`config.mk`:
```
export PLATFORM = sky130hd
export DESIGN_NAME = inst_loader
export DESIGN_NICKNAME = d
export VERILOG_FILES = /design/src/rtl/inst_loader.sv
export SDC_FILE = /design/constraint.sdc
export NUM_CORES = 1
export LEC_CHECK = 0
export CORE_MARGIN = 2
export CORE_UTILIZATION = 25
export CTS_BUF_LIST = sky130_fd_sc_hd__clkbuf_4 sky130_fd_sc_hd__clkbuf_8
export DETAILED_ROUTE_END_ITERATION = 12
export PLACE_DENSITY = 0.39
export SYNTH_ARGS = -nofsm -noshare
export SYNTH_HDL_FRONTEND = slang
export SYNTH_SLANG_ARGS = --single-unit
```
`constraint.sdc`:
```
create_clock -name Clk -period 2.9 [get_ports Clk]
set_input_delay 0.29 -clock Clk [delete_from_list [all_inputs] [get_ports Clk]]
set_output_delay 0.29 -clock Clk [all_outputs]
set_load 0.02 [all_outputs]
```
`src/rtl/inst_loader.sv`:
```
// inst_loader: byte-stream program loader. Receives a little-endian 16-bit
// word count followed by two bytes per instruction word. Each pair of bytes
// is packed into a W-bit word and written to instruction RAM at consecutive
// addresses starting at 0. The core is held in reset while a load is running.
module inst_loader #(
    parameter int A = 10,
    parameter int W = 9
) (
    input  logic         Clk,
    input  logic         Reset,
    input  logic         Start,
    input  logic [7:0]   InByte,
    input  logic         InValid,
    output logic         InReady,
    output logic         WrEn,
    output logic [A-1:0] WrAddr,
    output logic [W-1:0] WrData,
    output logic         CpuHold,
    output logic         Done,
    output logic         Err
);

    typedef enum logic [2:0] {
        S_IDLE,
        S_CNT_LO,
        S_CNT_HI,
        S_DAT_LO,
        S_DAT_HI,
        S_WRITE,
        S_DONE,
        S_ERR
    } state_t;

    // The remaining-word counter must hold the full count 2**A.
    localparam int          RW        = A + 1;
    localparam logic [16:0] MAX_WORDS = 17'(1) << A;

    state_t          state_q, state_d;
    logic [A-1:0]    addr_q,  addr_d;
    logic [W-1:0]    data_q,  data_d;
    logic [7:0]      lo_q,    lo_d;
    logic [RW-1:0]   rem_q,   rem_d;

    logic            xfer;
    logic [15:0]     len_w;

    assign xfer  = InValid & InReady;
    assign len_w = {InByte, lo_q};

    // Next-state logic: walk the stream format and launch one write per word pair.
    always_comb begin
        state_d = state_q;
        addr_d  = addr_q;
        data_d  = data_q;
        lo_d    = lo_q;
        rem_d   = rem_q;
        case (state_q)
            S_IDLE, S_DONE, S_ERR: begin
                if (Start) begin
                    state_d = S_CNT_LO;
                    addr_d  = '0;
                end
            end
            S_CNT_LO: begin
                if (xfer) begin
                    lo_d    = InByte;
                    state_d = S_CNT_HI;
                end
            end
            S_CNT_HI: begin
                if (xfer) begin
                    if (len_w == 16'd0) begin
                        state_d = S_DONE;
                    end else if ({1'b0, len_w} > MAX_WORDS) begin
                        state_d = S_ERR;
                    end else begin
                        rem_d   = len_w[RW-1:0];
                        state_d = S_DAT_LO;
                    end
                end
            end
            S_DAT_LO: begin
                if (xfer) begin
                    lo_d    = InByte;
                    state_d = S_DAT_HI;
                end
            end
            S_DAT_HI: begin
                if (xfer) begin
                    // Upper bits of the high byte beyond the word width are dropped.
                    data_d  = {InByte[W-9:0], lo_q};
                    state_d = S_WRITE;
                end
            end
            S_WRITE: begin
                // Address wrap after the last word of a full-size load is harmless:
                // the loader parks in DONE and issues no further writes.
                addr_d  = addr_q + 1'b1;
                rem_d   = rem_q - 1'b1;
                state_d = (rem_q == RW'(1)) ? S_DONE : S_DAT_LO;
            end
            default: state_d = S_IDLE;
        endcase
    end

    // Output decode: every strobe and status flag is a pure function of state.
    always_comb begin
        InReady = (state_q == S_CNT_LO) || (state_q == S_CNT_HI) ||
                  (state_q == S_DAT_LO) || (state_q == S_DAT_HI);
        WrEn    = (state_q == S_WRITE);
        CpuHold = InReady || (state_q == S_WRITE);
        Done    = (state_q == S_DONE);
        Err     = (state_q == S_ERR);
        WrAddr  = addr_q;
        WrData  = data_q;
    end

    // State and datapath registers with synchronous reset.
    always_ff @(posedge Clk) begin
        if (Reset) begin
            state_q <= S_IDLE;
            addr_q  <= '0;
            data_q  <= '0;
            lo_q    <= '0;
            rem_q   <= '0;
        end else begin
            state_q <= state_d;
            addr_q  <= addr_d;
            data_q  <= data_d;
            lo_q    <= lo_d;
            rem_q   <= rem_d;
        end
    end

endmodule
```
After elaboration in Yosys (flattened, before gate mapping)

Cells that the tools add are included.

Bits in registers: 41
Logic and storage cells: 54

$add $sub $neg: 2
Magnitude comparators: 1
Eq/ne operators: 15
Muxes and demuxes: 15
Bitwise logic cells: 1
Reductions and logical operators: 15

Operators with widths:

| kind                                                                   | count |
|---|---|
| 11-bit 2-to-1 mux                                                      | 3 |
| 3-bit 2-to-1 mux                                                       | 8 |
| 11-bit case mux with 2 select lines                                    | 1 |
| 10-bit case mux with 2 select lines                                    | 1 |
| 3-bit case mux with 6 select lines                                     | 1 |
| 16-bit by 11-bit > comparator with 1-bit output, second input constant | 1 |
| 16-bit zero test                                                       | 1 |
| 2-bit != test, second input constant                                   | 7 |
| 3-bit equality test, second input constant                             | 4 |
| 11-bit by 1-bit equality test with 1-bit output, second input constant | 1 |
| 11-bit by 1-bit subtractor with 11-bit output, second input constant   | 1 |
| 10-bit by 1-bit adder with 10-bit output, second input constant        | 1 |
| 10-bit 2-to-1 mux                                                      | 1 |
| 3-bit by 2-bit equality test with 1-bit output, second input constant  | 2 |
| 2-bit AND reduction                                                    | 3 |
| 5-bit AND reduction                                                    | 1 |
| 1-bit logical OR                                                       | 4 |
| 4-bit AND reduction                                                    | 1 |
| 2-bit nonzero test                                                     | 2 |
| 3-bit by 1-bit equality test with 1-bit output, second input constant  | 1 |
| 3-bit zero test                                                        | 1 |
| 3-bit OR reduction                                                     | 1 |
| 2-bit OR reduction                                                     | 1 |
| 1-bit bitwise AND                                                      | 1 |

Longest topological paths before layout

Gate-level depths: netlist of the first run.

Depth in word-level cells: 7
Depth in mapped cells: 7
Depth with buffers taken out: 7

Worst setup path after synthesis of the first run

OpenSTA, ideal clock, no wires.

Path kind: flip-flop to flip-flop
Start point: register lo_q[4]
End point: register rem_q[10]
Arrival: 1.731 ns
Slack: 1.099 ns
Stages on the path, launching flop included: 7
Period minus slack after synthesis: 1.801 ns
Path through: dfxtp_1 or4_4 o311ai_2 nand4_1 buf_2 or2_0 a21oi_1

Cells in the longest elaborated chain, start to end: 3
Elaborated cells between the ends (all ways): 5
Classes of those cells: order compare (1); eq/ne (2); reduce/logical (2)

RTL lines:

| what                                                                                | RTL line | text |
|---|---|---|
| from (decl)                                                                         | 41       | `logic [7:0] lo_q, lo_d;` |
| from (signal assigned)                                                              | 130      | `lo_q <= lo_d;` |
| 16-bit by 11-bit > comparator with 1-bit output or 16-bit zero test (tied branches) | 74, 72   |  |
| 2-bit != test (no source line)                                                      | --       |  |
| 4-bit AND reduction (no source line) *                                              | --       |  |
| to (signal assigned)                                                                | 131      | `rem_q <= rem_d;` |
| to (decl)                                                                           | 42       | `logic [RW-1:0] rem_q, rem_d;` |

Mark *: on every way between the ends. The rest lies on a longest branch, timed or not.
A chain may end at the register's enable or synchronous reset.

Final worst setup path of the first run

Start point: register state_q[1]
End point: output WrEn

Cells in the longest elaborated chain, start to end: 1

RTL lines:

| what                   | RTL line | text |
|---|---|---|
| from (decl)            | 38       | `state_t state_q, state_d;` |
| from (signal assigned) | 127      | `state_q <= state_d;` |
| 3-bit equality test    | 110      | `WrEn = (state_q == S_WRITE);` |
| to (decl)              | 15       | `output logic WrEn,` |

Every way passes these cells.

==> summary.md, run 1 <==
| Metric | Value |
|---|---|
| Net count, final | `about 350` |
| Total net switching power | `between 0.3 and 0.4 mW` |
| Mean post-synth cell area | `roughly 7.6 µm²` |
| Final std cells w/o fill | `446` |
| Cells after DPL | `between 400 and 500` |
| Resize count post-CTS | `0` |
| Final min period | `between 2 and 2.5 ns` |
| GRT Overall Usage | `0.144` |
| Final setup fails | `0` |
| Pwr Density | `roughly 440 nW/µm²` |
| Hold crit path type | `reg -> reg` |
| Largest net degree at the start of global routing | `19` |
| Seq/Total Area, Yosys | `0.370` |
| CTS Buffer Depth | `2` |
| DR iter-0 viols | `113` |
| CP Buf/Inv Count | `2` |
| Full die area | `between 9000 and 10000 µm²` |
| Tcrit/Tclk final | `0.788` |
| Clock sinks | `slightly above 40` |
| Total CTS buffers | `5` |
| P_int | `0.917 mW` |
| Layout cells sized above 1 | `0.101` |
| CP cell instances | `nand3b_2, inv_2, clkdlybuf4s50_1` |
| Startpoint Class | `register` |
| Row count | `34` |
| Post-synth EDFFs | `0` |
| Reg clk slew, reported paths | `roughly 0.09 ns` |
| Combinational share of power | `0.149` |
| Run status | `finished clean` |
| Critical path's largest stage delay | `roughly 0.62 ns` |
| Seq pwr share | `0.466` |
| Crit path required time | `2.61 ns` |
| HPWL Detailed | `~5 mm` |
| Max-slew violation count | `0` |
| DRT Wirelength | `about 6.8 mm` |
| Top post-synthesis cells by area | `dfxtp_1 37%, a21oi_1 7.7%, nor2_1 7.1%` |
| Setup TNS Final | `0 ns` |
| Most used DFF post-synth | `dfxtp_1` |
| Clk_lat worst skew | `~0.30 ns` |
| Post-synthesis cell type count | `49` |
| Initial Util | `0.256` |
| Wire per inst | `15.3 µm` |
| Largest driver fanout on the critical path | `17` |
| Post-CTS setup buffer count | `0` |
| Initial antenna violation count | `0` |
| Cell taking the most area after synthesis | `dfxtp_1` |
| Root buf cell | `clkbuf_8` |
| Mapped Area | `around 2200 µm²` |
| CP top delay family | `buffers and inverters` |
| RSZ-0062 raised after global routing | `no` |
| Clock group share of total power | `0.385` |
| Least-Margin Pin Slew | `between 0.6 and 0.7 ns` |
| Antenna viol nets, final | `0` |
| Max Fclk | `0.438 GHz` |
| Yosys reg bits | `41` |
| DR vias | `about 2200` |
| Post-Syn Nets | `a little over 300` |
| Core footprint | `a little under 9000 µm²` |
| Vias in the first global route | `slightly above 2000` |
| Most common cell in the netlist | `nor2_1` |
| IO Count | `36` |
| YS warnings | `0` |
| H-tree depth | `2` |
| DR pass1 iterations | `5` |
| CTS tree | `yes` |
| Leakage | `about 1.1 nW` |
| Slowest CP cell | `clkdlybuf4s50_1` |
| Switching share of power | `0.276` |
| Hold Vio Cnt, Final | `0` |
| Buffers on Ports | `35` |
| Synth top area share | `0.370` |
| DIE WIDTH | `98.3 µm` |
| Layout area overhead | `30.5%` |
| Crit path capture type | `output pin` |
| Rel. slew slack | `0.557` |
| Fillers | `slightly below 1000` |
| First-pass GRT wire length | `roughly 11 mm` |
| Ys async rst share | `0` |
| Mapped Cells | `between 200 and 300` |
| Setup CP Type | `reg -> out` |
| DRC | `0` |
| Worst path arrival time | `between 1.5 and 2 ns` |
| ANT cells | `0` |
| Routability cong. | `0.784` |
| Post-synth top cells | `42 x nor2_1, 41 x dfxtp_1, 34 x a21oi_1` |
| GRT overflow | `0` |
| Peak supply drop | `199 µV` |
| Max Cap Viol | `0` |
| Reg2reg setup slack | `0.87 ns` |
| CTS Hold Bufs | `0` |
| Die Height | `about 100 µm` |
| Vias per Instance | `between 5 and 6` |
| Clock Skew | `just over 0.009 ns` |
==> power by group through the flow <==
stage                     clock network (mW)  registers (mW)  logic [mW]
after floorplan                            0           0.595       0.117
after global placement                     0           0.603       0.193
after detailed placement                   0           0.603       0.190
after CTS                              0.503           0.590       0.191
after global routing                   0.527           0.593       0.207
final                                  0.488           0.590       0.189
==> stage by stage <==
stage | hold WS [ns] | cell area [µm²] | setup WS, ns | power, mW | util
after global placement | 0.445 | 2780 | 0.496 | 0.796 | 0.321
final | 0.461 | 2900 | 0.616 | 1.27 | 0.334
after detailed placement | 0.450 | 2780 | 0.484 | 0.793 | 0.321
after CTS | 0.464 | 2900 | 0.602 | 1.28 | 0.334
after floorplan | 0.426 | 2220 | 1.10 | 0.712 | -
after global routing | 0.486 | 2900 | 0.523 | 1.33 | 0.334
==> per-layer routing <==
| layer | vias up | share of wire | track usage |
|---|---|---|---|
| met1 | 1049 | 0.52 | 0.215 |
| met3 | 5 | 0.042 | 0.0222 |
| li1 | 1146 | - | - |
| met4 | 0 | 0.012 | 0.0453 |
| met5 | - | 0 | 0 |
| met2 | 35 | 0.43 | 0.212 |
==> worst register-to-register path, delay by kind of cell (launching register included) <==
| family | cells | cell delay (ns) |
|---|---|---|
| and+or+nand+nor | 2 | 1.15 |
| DFF | 1 | 0.40 |
| AOI/OAI and AO/OA | 3 | 0.35 |
==> path summary, 6_finish.rpt <==
path / startpoint / to / cells past startpoint
max: state_q[1] / WrEn / 3
min: WrData[5] / WrData[5] / 2
max reg2reg: state_q[1] / rem_q[9] / 5
min reg2reg: WrData[5] / WrData[5] / 2
==> flip-flops by register name, summed over array words and instances, names as in the netlist <==
name	flops
WrData	9
WrAddr	10
lo_q	8
rem_q	11
state_q	3
==> cell type report <==
| cell class | count | area [µm²] | share of cell area |
|---|---|---|---|
| timing repair buffer | 55 | 500 | 0.173 |
| clock inverter | 3 | 46.3 | 0.0160 |
| inverter | 6 | 22.5 | 0.00777 |
| multi-input combinational | 228 | 1310 | 0.450 |
| sequential | 41 | 821 | 0.283 |
| tap | 108 | 135 | 0.0466 |
| clock buffer | 5 | 68.8 | 0.0237 |
==> cell families (layout without fill, tap and decap cells) <==
group	Yosys count	count (layout)	share of synthesized area
buffers and inverters	24	69	0.0428
XOR/XNOR	2	2	0.00789
flip-flops	41	41	0.370
AND/OR/NAND/NOR	138	138	0.315
multiplexers	9	9	0.0417
AO/OA/AOI/OAI	76	76	0.206
adder cells (fa/ha/maj)	3	3	0.0169
==> placed cells by master (no fill, tap or decap), types with 2 or more instances in the layout <==
cell type        instances
nor2_1                  42
dfxtp_1                 41
clkdlybuf4s50_1         35
a21oi_1                 34
nand2_1                 29
buf_4                   20
o21ai_1                 15
nor3_1                  11
mux2i_1                  7
nand4_1                  7
a31oi_1                  7
nand3_1                  7
inv_1                    5
nor4_1                   5
clkbuf_8                 5
and3_1                   4
nand3b_1                 4
or3_1                    4
or4_1                    4
a22oi_1                  4
or2_0                    4
nor2b_1                  3
nand2b_1                 3
o31ai_1                  3
ha_1                     3
xnor2_1                  2
nor3b_1                  2
nor4b_1                  2
a32oi_1                  2
Power figures use the tool's default switching activity.
==> run 2: changes to the inputs <==
Settings changed: PLACE_DENSITY 0.39 to 0.41.
Clock period 2.9 ns to 2 ns, I/O delays scaled along.
==> summary.md, run 2 (synthesis results as in run 1) <==
| Metric | Value |
|---|---|
| H-tree depth | `2 (unchanged)` |
| Net count, final | `369 (was 352)` |
| Largest register FFs | `11 (unchanged)` |
| Clk_lat worst skew | `0.31 ns (was 0.30 ns)` |
| Layout cells sized above 1 | `0.149 (was 0.101)` |
| Rel. slew slack | `0.635 (was 0.557)` |
| RR Endpoint | `rem_q[1] (was rem_q[9])` |
| Hold Vio Cnt, Final | `0 (unchanged)` |
| DR vias | `2319 (was 2235)` |
| CTS tree | `yes (unchanged)` |
| DR iter-0 viols | `135 (was 113)` |
| Slowest CP cell | `or4_4 (was clkdlybuf4s50_1)` |
| Root buf cell | `clkbuf_8 (unchanged)` |
| CP cell instances | `or4_4, o311ai_2, nand4_1, buf_6, a211o_1, a21oi_1 (was nand3b_2, inv_2, clkdlybuf4s50_1)` |
| Antenna viol nets, final | `0 (unchanged)` |
| Crit path capture type | `register (was output pin)` |
| Worst hold margin | `0.459 ns (was 0.461 ns)` |
| ANT cells | `0 (unchanged)` |
| Crit path required time | `2.25 ns (was 2.61 ns)` |
| DR WL met2 | `2.87 mm (was 2.91 mm)` |
| DR pass1 iterations | `4 (was 5)` |
| Clock sinks | `41 (unchanged)` |
| Vias per Instance | `5.01 (about the same)` |
| Largest driver fanout on the critical path | `10 (was 17)` |
| Pwr Density | `610 nW/µm² (was 437 nW/µm²)` |
| Most frequent cells in the layout | `41 x nor2_1, 40 x dfxtp_1, 35 x buf_4 (was 42 x nor2_1, 41 x dfxtp_1, 35 x clkdlybuf4s50_1)` |
| Routability cong. | `0.803 (was 0.784)` |
| CP endpoint | `rem_q[1] (was WrEn)` |
| Run status | `finished clean (unchanged)` |
| GRT Overall Usage | `0.143 (was 0.144)` |
| DRC | `0 (unchanged)` |
| IO Count | `36 (unchanged)` |
| Final setup fails | `0 (unchanged)` |
| Max Cap Viol | `0 (unchanged)` |
| Initial antenna violation count | `0 (unchanged)` |
| Reg clk slew, reported paths | `0.09 ns (about the same)` |
| DRT Wirelength | `6.72 mm (was 6.83 mm)` |
| Total power | `1.86 mW (was 1.27 mW)` |
| Critical Path Source | `lo_q[4] (was state_q[1])` |
| Reg2reg setup slack | `0.09 ns (was 0.87 ns)` |
| Largest net degree at the start of global routing | `48 (was 19)` |
| Wl on met1 | `3.53 mm (was 3.55 mm)` |
| Full die area | `9650 µm² (unchanged)` |
| HPWL Detailed | `4.81 mm (was 4.90 mm)` |
| Critical path's largest stage delay | `0.57 ns (was 0.62 ns)` |
| Setup TNS Final | `0 ns (unchanged)` |
| Post-CTS setup buffer count | `0 (unchanged)` |
| Initial Util | `0.256 (unchanged)` |
| Worst path arrival time | `2.16 ns (was 1.99 ns)` |
| Row count | `34 (unchanged)` |
| CTS Hold Bufs | `0 (unchanged)` |
| Worst r2r src | `lo_q[4] (was state_q[1])` |
| Clock Skew | `0.0120 ns (was 0.00920 ns)` |
| Total CTS buffers | `5 (unchanged)` |
| WL met3 | `240 µm (was 285 µm)` |
| Buffers on Ports | `35 (unchanged)` |
| DIE WIDTH | `98.3 µm (unchanged)` |
| Commonest non-fill, non-tap cell in the layout | `nor2_1 (unchanged)` |
| Peak supply drop | `304 µV (was 199 µV)` |
| Least-Margin Pin Slew | `0.545 ns (was 0.663 ns)` |
| Core footprint | `8680 µm² (unchanged)` |
| Startpoint Class | `register (unchanged)` |
| Hold crit path type | `reg -> reg (unchanged)` |
| Leakage | `1.21 nW (was 1.06 nW)` |
| Cells after DPL | `455 (was 438)` |
| Highest metal used | `met4 (unchanged)` |
| Die Height | `98.3 µm (unchanged)` |
| Vias in the first global route | `2159 (was 2048)` |
| Layout area overhead | `37.7% (was 30.5%)` |
| RSZ-0062 raised after global routing | `no (unchanged)` |
| Reg2Reg Depth | `6 (was 5)` |
| Placed cell areas | `2920 µm² (was 2780 µm²)` |
| GRT overflow | `0 (unchanged)` |
| Final instance area | `3060 µm² (was 2900 µm²)` |
| Tcrit/Tclk final | `0.955` |
| Largest Register | `rem_q (unchanged)` |
| First-pass GRT wire length | `11.2 mm (about the same)` |
| Max Fclk | `about 0.52 GHz` |
| CTS Buffer Depth | `2 (unchanged)` |
| Final min period | `1.91 ns` |
| Setup CP Type | `reg -> reg (was reg -> out)` |
| Max-slew violation count | `0 (unchanged)` |
| Wire per inst | `14.5 µm (was 15.3 µm)` |
| Final std cells w/o fill | `463 (was 446)` |
-- run 2: what timing repair did --
item                       CTS  global route
cloned                       0             0
gates resized for setup      3             4
setup endpoints to repair    2             6
pin swaps                    0             0
-- run 2: per-stage QoR --
step / util / setup WS, ns
after detailed placement: 0.337 / -0.214
after global routing: 0.353 / 0.00649
final: 0.353 / 0.0895
after floorplan: - / 0.199
after global placement: 0.337 / -0.224
after CTS: 0.351 / 0.00641
-- run 2: critical path, delay by kind of cell, from the launching register on --
family,cells,cell delay (ns)
flip-flops,1,0.33
buffers and inverters,1,0.17
AND/OR/NAND/NOR,2,0.70
AO/OA/AOI/OAI,3,0.65
-- run 2: layout make-up --
cell class	count	area (µm²)
Clock buffer	5	68.8
Clock inverter	3	46.3
Fill cell	953	5620
Inverter	6	22.5
Multi-Input combinational cell	228	1320
Sequential cell	41	822
Tap cell	108	135
Timing Repair Buffer	72	648
-- run 2: worst min-delay path by stage --
stage	from	to	slack (ns)	cells past startpoint
floorplan	InByte[0]	WrData[8]	0.34	2
global placement	WrData[8]	WrData[8]	0.44	2
detailed placement	WrData[7]	WrData[7]	0.45	2
CTS	WrData[8]	WrData[8]	0.46	2
global route	WrData[4]	WrData[4]	0.49	2
finish	WrData[8]	WrData[8]	0.46	2
-- run 2: metal layers --
layer,vias to the layer above,track usage
met4,0,0.0348
met1,1091,0.214
li1,1178,-
met2,45,0.214
met3,5,0.0236
met5,-,0
-- run 2: report_power, final --
part           leakage, nW  switching, mW  internal, mW
logic                0.828          0.163         0.140
clock network       0.0543          0.338         0.374
registers            0.332         0.0169         0.832
==> run 3: changes to the inputs <==
Settings changed: PLACE_DENSITY 0.41 to unset, PLACE_DENSITY_LB_ADDON set to 0.05.
==> summary.md, run 3 (synthesis results as in run 1) <==
| Metric | Value |
|---|---|
| Run status | `finished clean (unchanged)` |
| Die Height | `98.3 µm (unchanged)` |
| H-tree depth | `2 (unchanged)` |
| Vias in the first global route | `2232 (was 2159)` |
| Worst path arrival time | `2.15 ns (was 2.16 ns)` |
| Hold Vio Cnt, Final | `0 (unchanged)` |
| Full die area | `9650 µm² (unchanged)` |
| Startpoint Class | `register (unchanged)` |
| Row count | `34 (unchanged)` |
| Clock sinks | `41 (unchanged)` |
| Rel. slew slack | `0.586 (was 0.635)` |
| Largest driver fanout on the critical path | `5 (was 10)` |
| Routability cong. | `0.783 (was 0.803)` |
| Antenna viol nets, final | `0 (unchanged)` |
| RR Endpoint | `rem_q[1] (unchanged)` |
| Largest net degree at the start of global routing | `16 (was 48)` |
| Net count, final | `382 (was 369)` |
| Crit path capture type | `register (unchanged)` |
| Hold Path Cell Cnt | `4 (was 2)` |
| HPWL Detailed | `5.29 mm (was 4.81 mm)` |
| Setup TNS Final | `0 ns (unchanged)` |
| Buffers on Ports | `35 (unchanged)` |
| Largest Register | `rem_q (unchanged)` |
| Clk_lat worst skew | `0.30 ns (was 0.31 ns)` |
| Max Cap Viol | `0 (unchanged)` |
| Worst hold endpoint | `lo_q[1] (was WrData[8])` |
| Min-delay src | `InByte[1] (was WrData[8])` |
| Setup CP Type | `reg -> reg (unchanged)` |
| Fillers | `966 (was 953)` |
| CTS Buffer Depth | `2 (unchanged)` |
| Total CTS buffers | `5 (unchanged)` |
| DRT Wirelength | `7.15 mm (was 6.72 mm)` |
| DRC | `0 (unchanged)` |
| DR pass1 iterations | `4 (unchanged)` |
| Reg clk slew, reported paths | `0.08 ns (was 0.09 ns)` |
| DIE WIDTH | `98.3 µm (unchanged)` |
| Crit path required time | `2.22 ns (was 2.25 ns)` |
| Layout cells sized above 1 | `0.190 (was 0.149)` |
| Root buf cell | `clkbuf_8 (unchanged)` |
| CTS Hold Bufs | `0 (unchanged)` |
| Hold crit path type | `in -> reg (was reg -> reg)` |
| Max Fclk | `0.519 GHz (was 0.523 GHz)` |
| Worst r2r src | `lo_q[0] (was lo_q[4])` |
| Largest register FFs | `11 (unchanged)` |
| RSZ-0062 raised after global routing | `no (unchanged)` |
| Final min period | `1.93 ns (was 1.91 ns)` |
| Dpl ws | `-0.232 ns (was -0.214 ns)` |
| Initial antenna violation count | `0 (unchanged)` |
| CTS tree | `yes (unchanged)` |
| Most frequent cells in the layout | `48 x buf_4, 41 x nor2_1, 39 x dfxtp_1 (was 41 x nor2_1, 40 x dfxtp_1, 35 x buf_4)` |
| Reg2reg setup slack | `0.07 ns (was 0.09 ns)` |
| Final setup fails | `0 (unchanged)` |
| DR iter-0 viols | `156 (was 135)` |
| Commonest non-fill, non-tap cell in the layout | `buf_4 (was nor2_1)` |
| Max-slew violation count | `0 (unchanged)` |
| Peak supply drop | `203 µV (was 304 µV)` |
| Tcrit/Tclk final | `0.964 (was 0.955)` |
| DR vias | `2369 (was 2319)` |
| Wire per inst | `15.0 µm (was 14.5 µm)` |
| Clock Skew | `0.00833 ns (was 0.0120 ns)` |
| GRT overflow | `0 (unchanged)` |
| Initial Util | `0.256 (unchanged)` |
| Pwr Density | `602 nW/µm² (was 610 nW/µm²)` |
| IO Count | `36 (unchanged)` |
| GRT Overall Usage | `0.149 (was 0.143)` |
| Final WS setup | `0.0726 ns (was 0.0895 ns)` |
| Core footprint | `8680 µm² (unchanged)` |
| Vias per Instance | `4.98 (was 5.01)` |
| Least-Margin Pin Slew | `0.619 ns (was 0.545 ns)` |
| First-pass GRT wire length | `11.5 mm (was 11.2 mm)` |
| Leakage | `1.27 nW (was 1.21 nW)` |
| Worst hold margin | `0.308 ns (was 0.459 ns)` |
| Layout area overhead | `42.8% (was 37.7%)` |
| ANT cells | `0 (unchanged)` |
| Reg2Reg Depth | `6 (unchanged)` |
[run 3: cell types whose count changed in the layout (fill, tap and decap cells not counted), sizes merged]
cell      previous run  this run
clkbuf               5         7
buf                 37        50
clkinvlp             1         0
clkinv               1         0
[run 3: what timing repair did]
item / in CTS / in global routing
setup endpoints to repair: 3 / 4
hold endpoints to repair: 0 / 0
pin swaps: 0 / 6
cloned: 0 / 1
setup buffers: 0 / 1
gates resized for setup: 4 / 8
[run 3: stage by stage]
| step | cell area, µm² | cells | total power, mW | util |
|---|---|---|---|---|
| finish | 3170 | 476 | 1.91 | 0.365 |
| global route | 3170 | 476 | 2.00 | 0.365 |
| CTS | 3130 | 474 | 1.93 | 0.360 |
| detailed placement | 2990 | 466 | 1.19 | 0.345 |
| global placement | 2990 | 466 | 1.19 | 0.345 |
| floorplan | 2220 | 293 | 1.03 | - |
[run 3: worst max-delay path: stages (launching register included)]
cell      delay [ns]
dfxtp_2         0.32
or4_4           0.56
o311ai_4        0.28
nand4_1         0.17
buf_6           0.17
a211o_1         0.24
a21oi_2         0.12
[run 3: per-layer routing]
layer  vias up  track usage  part of all wire
met5         -            0                 0
met4         0       0.0379            0.0099
met3         6       0.0229             0.036
met2        51        0.226              0.44
met1      1097        0.221              0.51
li1       1215            -                 -
[run 3: cell type report]
type | instances | area (µm²) | area share
clock inverters | 1 | 30.0 | 0.00947
repair buffers | 85 | 731 | 0.230
well taps | 108 | 135 | 0.0426
multi-input cells | 228 | 1340 | 0.422
flip-flops and latches | 41 | 823 | 0.260
inverters | 6 | 22.5 | 0.00710
clock buffers | 7 | 90.1 | 0.0284
[run 3: power by group]
part / switching (mW) / total [mW] / internal (mW)
combinational: 0.174 / 0.331 / 0.157
sequential: 0.0161 / 0.849 / 0.832
clock: 0.308 / 0.729 / 0.421
[run 3: worst max path at each step]
| stage | startpoint | endpoint | cells past startpoint | slack (ns) |
|---|---|---|---|---|
| after CTS | state_q[2] | CpuHold | 4 | 0.06 |
| after global placement | InByte[0] | rem_q[1] | 7 | -0.22 |
| final | lo_q[0] | rem_q[1] | 6 | 0.07 |
| after floorplan | lo_q[4] | rem_q[10] | 6 | 0.20 |
| after detailed placement | InByte[0] | rem_q[1] | 7 | -0.23 |
| after global routing | lo_q[0] | rem_q[7] | 6 | 0.009 |
